[src/rtl/lsu_dmem_ctrl.sv]
// Memory-stage load/store controller in front of the 1 KiB byte-addressable dmem.
// Optional macro LSU_MISALIGN_TRAP_EN turns misaligned half/word accesses into faults.
module lsu_dmem_ctrl #(
  parameter logic [31:0] DMEM_BASE  = 32'h0001_0000,
  parameter int          DMEM_BYTES = 1024,
  parameter int          AW         = 10
) (
  input  logic          clk,
  input  logic          rst_n,
  input  logic          req_valid,
  output logic          req_ready,
  input  logic          req_we,
  input  logic [1:0]    req_size,
  input  logic          req_unsigned,
  input  logic [31:0]   req_addr,
  input  logic [31:0]   req_wdata,
  input  logic [4:0]    req_rd,
  output logic          dmem_we,
  output logic [1:0]    dmem_size,
  output logic [AW-1:0] dmem_addr,
  output logic [31:0]   dmem_wdata,
  input  logic [31:0]   dmem_rdata,
  output logic          resp_valid,
  input  logic          resp_ready,
  output logic [31:0]   resp_data,
  output logic [4:0]    resp_rd,
  output logic          resp_err
);

  typedef enum logic [1:0] {IDLE, LOAD_WAIT, RESP} state_t;

  state_t state, state_nxt;

  logic [AW-1:0] addr_q;
  logic [1:0]    size_q;
  logic          uns_q;

  logic          accept;
  logic [AW-1:0] req_offset;
  logic [32:0]   req_bytes;
  logic [32:0]   req_end;
  logic          range_fault;
  logic          size_fault;
  logic          misalign_fault;
  logic          fault;
  logic [31:0]   load_ext;

  localparam logic [32:0] BASE33  = {1'b0, DMEM_BASE};
  localparam logic [32:0] LIMIT33 = {1'b0, DMEM_BASE} + 33'(DMEM_BYTES);

  assign accept     = (state == IDLE) && req_valid;
  assign req_offset = req_addr[AW-1:0] - DMEM_BASE[AW-1:0];

  // Fault detection is done in 33 bits so an access near 2^32 cannot wrap into range.
  always_comb begin
    req_bytes = 33'd4;
    case (req_size)
      2'b00:   req_bytes = 33'd1;
      2'b01:   req_bytes = 33'd2;
      default: req_bytes = 33'd4;
    endcase
    req_end     = {1'b0, req_addr} + req_bytes;
    range_fault = ({1'b0, req_addr} < BASE33) || (req_end > LIMIT33);
    size_fault  = (req_size == 2'b11);
`ifdef LSU_MISALIGN_TRAP_EN
    misalign_fault = ((req_size == 2'b01) && req_addr[0]) ||
                     ((req_size == 2'b10) && (req_addr[1:0] != 2'b00));
`else
    misalign_fault = 1'b0;
`endif
    fault = range_fault || size_fault || misalign_fault;
  end

  // dmem already places the addressed byte at bit 0, so extraction is only masking.
  always_comb begin
    load_ext = dmem_rdata;
    case (size_q)
      2'b00:   load_ext = uns_q ? {24'h0, dmem_rdata[7:0]}
                                : {{24{dmem_rdata[7]}}, dmem_rdata[7:0]};
      2'b01:   load_ext = uns_q ? {16'h0, dmem_rdata[15:0]}
                                : {{16{dmem_rdata[15]}}, dmem_rdata[15:0]};
      default: load_ext = dmem_rdata;
    endcase
  end

  always_ff @(posedge clk or negedge rst_n) begin
    if (!rst_n) state <= IDLE;
    else        state <= state_nxt;
  end

  always_comb begin
    state_nxt = state;
    case (state)
      IDLE: begin
        if (accept) state_nxt = (fault || req_we) ? RESP : LOAD_WAIT;
      end
      LOAD_WAIT: state_nxt = RESP;
      RESP: begin
        if (resp_ready) state_nxt = IDLE;
      end
      default: state_nxt = IDLE;
    endcase
  end

  always_ff @(posedge clk or negedge rst_n) begin
    if (!rst_n) begin
      addr_q    <= '0;
      size_q    <= 2'b00;
      uns_q     <= 1'b0;
      resp_rd   <= 5'd0;
      resp_err  <= 1'b0;
      resp_data <= 32'h0;
    end else if (accept) begin
      addr_q    <= req_offset;
      size_q    <= req_size;
      uns_q     <= req_unsigned;
      resp_rd   <= req_rd;
      resp_err  <= fault;
      resp_data <= 32'h0;
    end else if (state == LOAD_WAIT) begin
      resp_data <= load_ext;
    end
  end

  // In IDLE the request drives dmem directly so a store writes in its accept cycle.
  always_comb begin
    req_ready  = (state == IDLE);
    resp_valid = (state == RESP);
    dmem_we    = accept && req_we && !fault;
    dmem_addr  = (state == IDLE) ? req_offset : addr_q;
    dmem_size  = (state == IDLE) ? req_size : size_q;
    dmem_wdata = req_wdata;
  end

endmodule

[config.mk]
export PLATFORM = sky130hd
export DESIGN_NAME = lsu_dmem_ctrl
export DESIGN_NICKNAME = d
export VERILOG_FILES = /design/src/rtl/lsu_dmem_ctrl.sv
export SDC_FILE = /design/constraint.sdc
export NUM_CORES = 1
export LEC_CHECK = 0
export BUFFER_PORTS_ARGS = -buffer_cell sky130_fd_sc_hd__buf_2
export CAP_MARGIN = 20
export CORE_ASPECT_RATIO = 1.5
export CORE_MARGIN = 2
export CORE_UTILIZATION = 35
export CTS_CLUSTER_DIAMETER = 40
export DETAILED_ROUTE_END_ITERATION = 10
export PLACE_DENSITY = 0.65
export REMOVE_ABC_BUFFERS = 1
export SYNTH_ARGS = -nofsm -noshare
export SYNTH_HDL_FRONTEND = slang
export SYNTH_SLANG_ARGS = --single-unit
[constraint.sdc]
create_clock -name clk -period 3.2 [get_ports clk]
set_clock_uncertainty 0.15 [all_clocks]
set_input_delay 0.16 -clock clk [delete_from_list [all_inputs] [get_ports clk]]
set_output_delay 0.16 -clock clk [all_outputs]
set_load 0.02 [all_outputs]
==> flow_summary.json, run 1 <==
{
  "combinational_share_of_power": 0.267,
  "gr-usage-met1": 0.2247,
  "dp.final_hpwl_um": 7926,
  "worst_slew_margin_rel": 0.3879,
  "routability_congestion": 0.9000,
  "period_needed_ns": 2.967,
  "antenna_violating_nets_post_route": 0,
  "p_clk_frac": 0.318,
  "distinct_cell_type_count_of_the_synthesized_netlist": 52,
  "place_area_um2": 3872,
  "placementRows": 43,
  "synth_top_cells_by_count": "53 x dfrtp_1, 32 x buf_4, 32 x nand2_1",
  "worstSetupPathDepth": 13,
  "power.switching_fraction": 0.2930,
  "cts-root-to-sink-buffers": 2,
  "path_cells": "buf_2, nor2_1, ha_1, fa_1, a21o_1, and2_0, a211o_1, nand2_1, o211ai_1, and4bb_1, nand3_1, nor2_1, buf_2",
  "synthesis.instances": 341,
  "yosys_most_used_dff": "dfrtp_1",
  "max_capacitance_violation_count": 0,
  "post_drt_via_cell_ratio": 5.344,
  "synth.cell_area_um2": 3318,
  "ys_seq_elements": 53,
  "failed_checks": "hold timing",
  "yosysSeqAreaShare": 0.3997,
  "grt_use_total": 0.1942,
  "routedWlPerCell_um": 17.57,
  "detailedPlace.worstSlack_ns": 0.2220,
  "critical_path.startpoint": "req_size[1]",
  "regToRegEndpoint": "addr_q[7]",
  "grt_antenna_before_repair": 0,
  "syn2layout_area_growth_pct": 30.51,
  "initialDrtViolationCount": 101,
  "cts_setup_buffers": 0,
  "post-route-worst-setup-slack_ns": 0.2329,
  "irDropWorstVdd_uv": 287.7,
  "clk_latency_ns": 0.29,
  "ff2ff_setup_slack_ns": 1.18,
  "yosys-top-cells-area": "dfrtp_1 40%, mux2_2 10%, buf_4 7.2%",
  "nets": 579,
  "r2r_start": "state[0]",
  "setup.worst_path.class": "input pin to output port",
  "dp_cells": 542,
  "cp_data_arrival_time_ns": 2.66,
  "die-width_um": 83.50,
  "tritoncts.num_buffers": 5,
  "run_status": "finished with violations",
  "grt_util_met3": 0.09012,
  "cts_num_sinks": 53,
  "cp-endpoint": "dmem_we",
  "synth.avg_cell_area_um2": 9.731,
  "synth_top_area_frac": 0.3997,
  "final-hold-violation-count": 1,
  "port_buf_inserts": 129,
  "core_um2": 9254,
  "synth-edff-count": 0,
  "hold_ws_ns": -0.008871,
  "power.density_cell_area_nw_per_um2": 439.2,
  "finish.utilization": 0.4680,
  "final-instance-count-excl-fill": 579,
  "worstPathRequired_ns": 2.89,
  "number_of_drc_violations_after_detailed_routing": 0,
  "cts_root_buffer": "clkbuf_16",
  "finalSetupViolations": 0,
  "synth_top_cell_by_area": "dfrtp_1",
  "fmax_ghz": 0.3370,
  "min_period_over_period": 0.9272,
  "global_route.peak_usage_layer": "met2",
  "critical-path-top-delay-family": "simple AND/OR/NAND/NOR gates",
  "yosys_warning_count": 0,
  "grt_pass1_vias": 3116,
  "grt_first_pass_wirelength_um": 15680,
  "tightest_slew_ns": 0.9182,
  "antenna_cells": 0,
  "grt_overflow_total": 0,
  "tritoncts_clock_tree": "built",
  "grt_start_max_net_pins": 42,
  "cellLeakagePower_nw": 2.100,
  "ff2ff_path_depth": 3,
  "cp_slowest_cell": "fa_1",
  "netSwitchingPower_uw": 557.3,
  "leading_cell_type_by_number_of_instances_after_synthesis": "dfrtp_1",
  "groute.layer.met2.usage": 0.3135,
  "cts-resized-gates": 0,
  "floorplan.initialDensity": 0.3586,
  "vias": 3094,
  "first_pass_iters": 4,
  "ios": 194,
  "totalWireLength_um": 10180,
  "timing.critical_path.slowest_cell_delay_ns": 0.41,
  "crit_path_end_kind": "output port",
  "synthArstFlopShare": 1.000,
  "hold_class": "input pin to register",
  "share_seq_of_total_power": 0.416,
  "setup_repair_after_global_routing_missed_its_margin": "no",
  "die_area_um2": 10290,
  "final_design_area_no_fill_um2": 4330,
  "timing.setup.tns_ns": 0,
  "cts.reportedPaths.clkPinSlew_ns": 0.06,
  "critical_path_peak_fanout": 6,
  "dieHeight_um": 123.3,
  "final-max-slew-violation-count": 0,
  "post_route_cells_drive_above_1_share": 0.3940,
  "worstPathBufferInverterCount": 2,
  "timing.critical_path.from_type": "input pin",
  "cts_max_level": 2,
  "power.internal_mw": 1.345
}
layout make-up:
cell class                 count  area (µm²)
tap                          112       140.1
fill                         894        4923
sequential                    53        1326
inverter                       5       18.77
timing repair buffer         166       996.0
clock buffer                   6       128.9
clock inverter                 2       38.79
multi-input combinational    235        1682
cells by family (layout without fill, tap and decap cells):
group	Yosys count	count (layout)	share of synthesized area
simple gates	118	118	0.2002
compound gates	71	71	0.1508
flops	53	53	0.3997
buf+inv	53	179	0.09616
mux	35	35	0.1173
xor+xnor	7	7	0.01848
fa+ha+maj	4	4	0.01735
registers in the layout, indices dropped and copies added, names as in the netlist:
register	cells
addr_q	10
resp_data	32
resp_err	1
uns_q	1
resp_rd	5
state	2
size_q	2
metrics by stage:
stage / hold WS (ns) / power, mW
finish: -0.008871 / 1.902
global route: 0.01468 / 2.005
CTS: 0.0004783 / 1.931
detailed placement: 0.1702 / 1.285
global placement: 0.1702 / 1.274
floorplan: -0.2856 / 1.078
cell usage in the layout (no fill, tap or decap), types with 4 or more instances in the layout:
cell	synthesis	final
a22o_1	16	16
nor2b_1	20	20
mux2_2	30	30
nor3_1	8	7
buf_4	32	8
dfrtp_1	53	53
dlygate4sd3_1	0	29
xor2_1	4	4
o21ai_0	29	29
mux2i_1	4	4
nand2_1	32	32
inv_1	5	5
nor4_1	6	6
nand3_1	9	9
clkbuf_16	0	5
nand4_1	7	7
buf_2	0	129
nor2_1	14	14
power by group through the flow:
stage | combinational [mW] | clock [mW] | sequential, mW
2_1_floorplan | 0.273 | 0 | 0.804
3_3_place_gp | 0.476 | 0 | 0.798
3_5_place_dp | 0.483 | 0 | 0.802
4_1_cts | 0.511 | 0.631 | 0.789
5_1_grt | 0.553 | 0.652 | 0.801
6_report | 0.507 | 0.605 | 0.790
timing repair:
| action | 4_1_cts | 5_1_grt |
|---|---|---|
| endpoints found under the setup margin | 0 | 0 |
| endpoints found under the hold margin | 68 | 0 |
| hold buffers | 29 | 0 |
how the worst min path moves through the flow:
| stage | start | endpoint | depth (start not counted) | slack (ns) |
|---|---|---|---|---|
| finish | dmem_rdata[24] | resp_data[24] | 3 | -0.009 |
| global route | dmem_rdata[30] | resp_data[30] | 3 | 0.01 |
| CTS | dmem_rdata[23] | resp_data[23] | 3 | 0.0005 |
| detailed placement | req_wdata[22] | dmem_wdata[22] | 0 | 0.17 |
| global placement | req_wdata[22] | dmem_wdata[22] | 0 | 0.17 |
| floorplan | rst_n | addr_q[0] | 0 | -0.29 |
routing by layer:
metal,vias to the layer above,wire [µm]
li1,1452,-
met1,1459,4082
met2,167,4731
met3,14,1129
met4,2,181
met5,-,50
worst reg2reg max path: stages, from the launching register on:
cell and delay (ns):
dfrtp_1 0.45, nor3_2 0.60, buf_4 0.34, mux2_2 0.37
(Power assumes the default switching activity.)
==> run 2: changes to the inputs <==
--- a/config.mk
+++ b/config.mk
@@ -8,7 +8,6 @@
 export BUFFER_PORTS_ARGS = -buffer_cell sky130_fd_sc_hd__buf_2
 export CAP_MARGIN = 20
 export CORE_ASPECT_RATIO = 1.5
-export CORE_MARGIN = 2
 export CORE_UTILIZATION = 35
 export CTS_CLUSTER_DIAMETER = 40
 export DETAILED_ROUTE_END_ITERATION = 10
==> constraint.sdc (replaced) <==
create_clock -name clk -period 3.42 [get_ports clk]
set_clock_uncertainty 0.15 [all_clocks]
set_input_delay 0.171 -clock clk [delete_from_list [all_inputs] [get_ports clk]]
set_output_delay 0.171 -clock clk [all_outputs]
set_load 0.02 [all_outputs]
==> run 2 against run 1 <==
  * Clock power shrank 22%
  * First-iteration DRC count increased by 7.9%
  * Worst hold slack better by 0.019 ns
  * The run now ends clean
==> flow_summary.json, run 2 (same netlist as run 1, synthesis figures left out) <==
{
  "largest_registers": "resp_data x32, addr_q x10, resp_rd x5",
  "routability_congestion": 0.9547,
  "die-width_um": 81.50,
  "dp_cells": 540,
  "cp_slowest_cell": "fa_1",
  "layout_commonest_cell": "buf_2",
  "grt_first_pass_wirelength_um": 14740,
  "cts_max_level": 2,
  "antenna_violating_nets_post_route": 0,
  "fill_cells": 892,
  "post_route_cells_drive_above_1_share": 0.3952,
  "cp_data_arrival_time_ns": 2.82,
  "hold_ws_ns": 0.01023,
  "ios": 194,
  "final-instance-count-excl-fill": 570,
  "timing.critical_path.slowest_cell_delay_ns": 0.41,
  "run_status": "finished, final reports clean",
  "tightest_slew_ns": 0.9825,
  "most-common-layout-cells": "129 x buf_2, 53 x dfrtp_1, 32 x nand2_1",
  "fmax_ghz": 0.3184,
  "cellLeakagePower_nw": 2.053,
  "finish.utilization": 0.4569,
  "dieHeight_um": 121.3,
  "period_needed_ns": 3.141,
  "crit_path_end_kind": "output port",
  "initialDrtViolationCount": 109,
  "core_um2": 9254,
  "cts-resized-gates": 0,
  "grt_overflow_total": 0,
  "port_buf_inserts": 129,
  "totalWireLength_um": 9882,
  "setup.worst_path.class": "input pin to output port",
  "antenna_cells": 0,
  "number_of_drc_violations_after_detailed_routing": 0,
  "critical_path_peak_fanout": 8,
  "grt_antenna_before_repair": 0,
  "largest_register_ff_count": 32,
  "irDropWorstVdd_uv": 319.9,
  "floorplan.initialDensity": 0.3586,
  "hold_class": "input pin to register",
  "max_flop_register": "resp_data",
  "vias": 3039,
  "postCtsHoldBufs": 24,
  "worstPathBufferInverterCount": 2,
  "power.density_cell_area_nw_per_um2": 396.9,
  "tritoncts_clock_tree": "built",
  "placementRows": 43,
  "tritoncts.num_buffers": 5,
  "nets": 572,
  "syn2layout_area_growth_pct": 27.41,
  "worst_slew_margin_rel": 0.3446,
  "timing.setup.tns_ns": 0,
  "min_period_over_period": 0.9183,
  "final-max-slew-violation-count": 0,
  "finalSetupViolations": 0,
  "critical-path-top-delay-family": "simple AND/OR/NAND/NOR gates",
  "routedWlPerCell_um": 17.34,
  "timing.critical_path.from_type": "input pin",
  "cts_setup_buffers": 0,
  "setup_repair_after_global_routing_missed_its_margin": "no",
  "post_drt_via_cell_ratio": 5.332,
  "max_capacitance_violation_count": 0,
  "grt_use_total": 0.1993,
  "grt_start_max_net_pins": 42,
  "first_pass_iters": 6,
  "die_area_um2": 9882,
  "path_cells": "buf_2, nor2_1, ha_1, fa_1, a21o_1, and2_0, a211o_1, nand2_1, o211ai_1, and4bb_1, nand3_1, nor2_1, buf_2",
  "cts-root-to-sink-buffers": 2,
  "worstPathRequired_ns": 3.10,
  "final-hold-violation-count": 0,
  "dp.final_hpwl_um": 7548,
  "grt_pass1_vias": 2894,
  "cts_num_sinks": 53,
  "cts.reportedPaths.clkPinSlew_ns": 0.06,
  "clk_latency_ns": 0.29,
  "cts_root_buffer": "clkbuf_16"
}
## run 2: changes by cell type in the layout (fill, tap and decap cells not counted)
cell           previous run  this run
bufinv_16                 1         0
clkinv_4                  1         0
clkinv_2                  0         1
dlygate4sd3_1            29        24
buf_4                     8         6
clkbuf_1                  1         0
## run 2: worst paths after layout
| kind | from | endpoint | slack (ns) | cells after the start |
|---|---|---|---|---|
| min | dmem_rdata[17] | resp_data[17] | 0.01 | 3 |
| max | req_size[1] | dmem_we | 0.28 | 13 |
| min reg2reg | resp_data[17] | resp_data[17] | 0.33 | 2 |
| max in group asynchronous | rst_n | resp_data[29] | 1.97 | 3 |
| max reg2reg | state[0] | size_q[0] | 1.29 | 3 |
| min in group asynchronous | rst_n | resp_data[30] | 0.43 | 2 |
## run 2: final cells by class
cell class                      instances  area, µm²  share of cell area
Clock inverter                          1      5.005            0.001184
Multi-Input combinational cell        235       1682              0.3978
Tap cell                              112      140.1             0.03315
Sequential cell                        53       1326              0.3137
Timing Repair Buffer                  159      930.9              0.2202
Clock buffer                            5      125.1             0.02959
Inverter                                5      18.77            0.004439
## run 2: stage by stage
step           cell area, µm²  setup WS [ns]  power, mW
6_report                 4228         0.2793      1.678
5_1_grt                  4228         0.1338      1.771
4_1_cts                  4228         0.2929      1.707
3_5_place_dp             3857         0.2954      1.201
3_3_place_gp             3857         0.4173      1.189
2_1_floorplan            3018         0.6275      1.008
## run 2: worst register-to-register path, stage by stage, from the launching register on
cell and delay (ns):
dfrtp_1 0.45, nor3_2 0.73, buf_4 0.33, mux2_2 0.35
## run 2: where the power goes
part	internal, mW	switching, mW
logic	0.223	0.246
registers	0.683	0.0560
clock network	0.262	0.207
## run 2: metal layers
layer,GRT usage,wire [µm],vias to the layer above,share of wire
met5,0.05294,45,-,0.0046
met3,0.1090,1238,18,0.13
met2,0.3083,4600,183,0.47
met1,0.2224,3822,1403,0.39
li1,-,-,1433,-
met4,0.07254,175,2,0.018
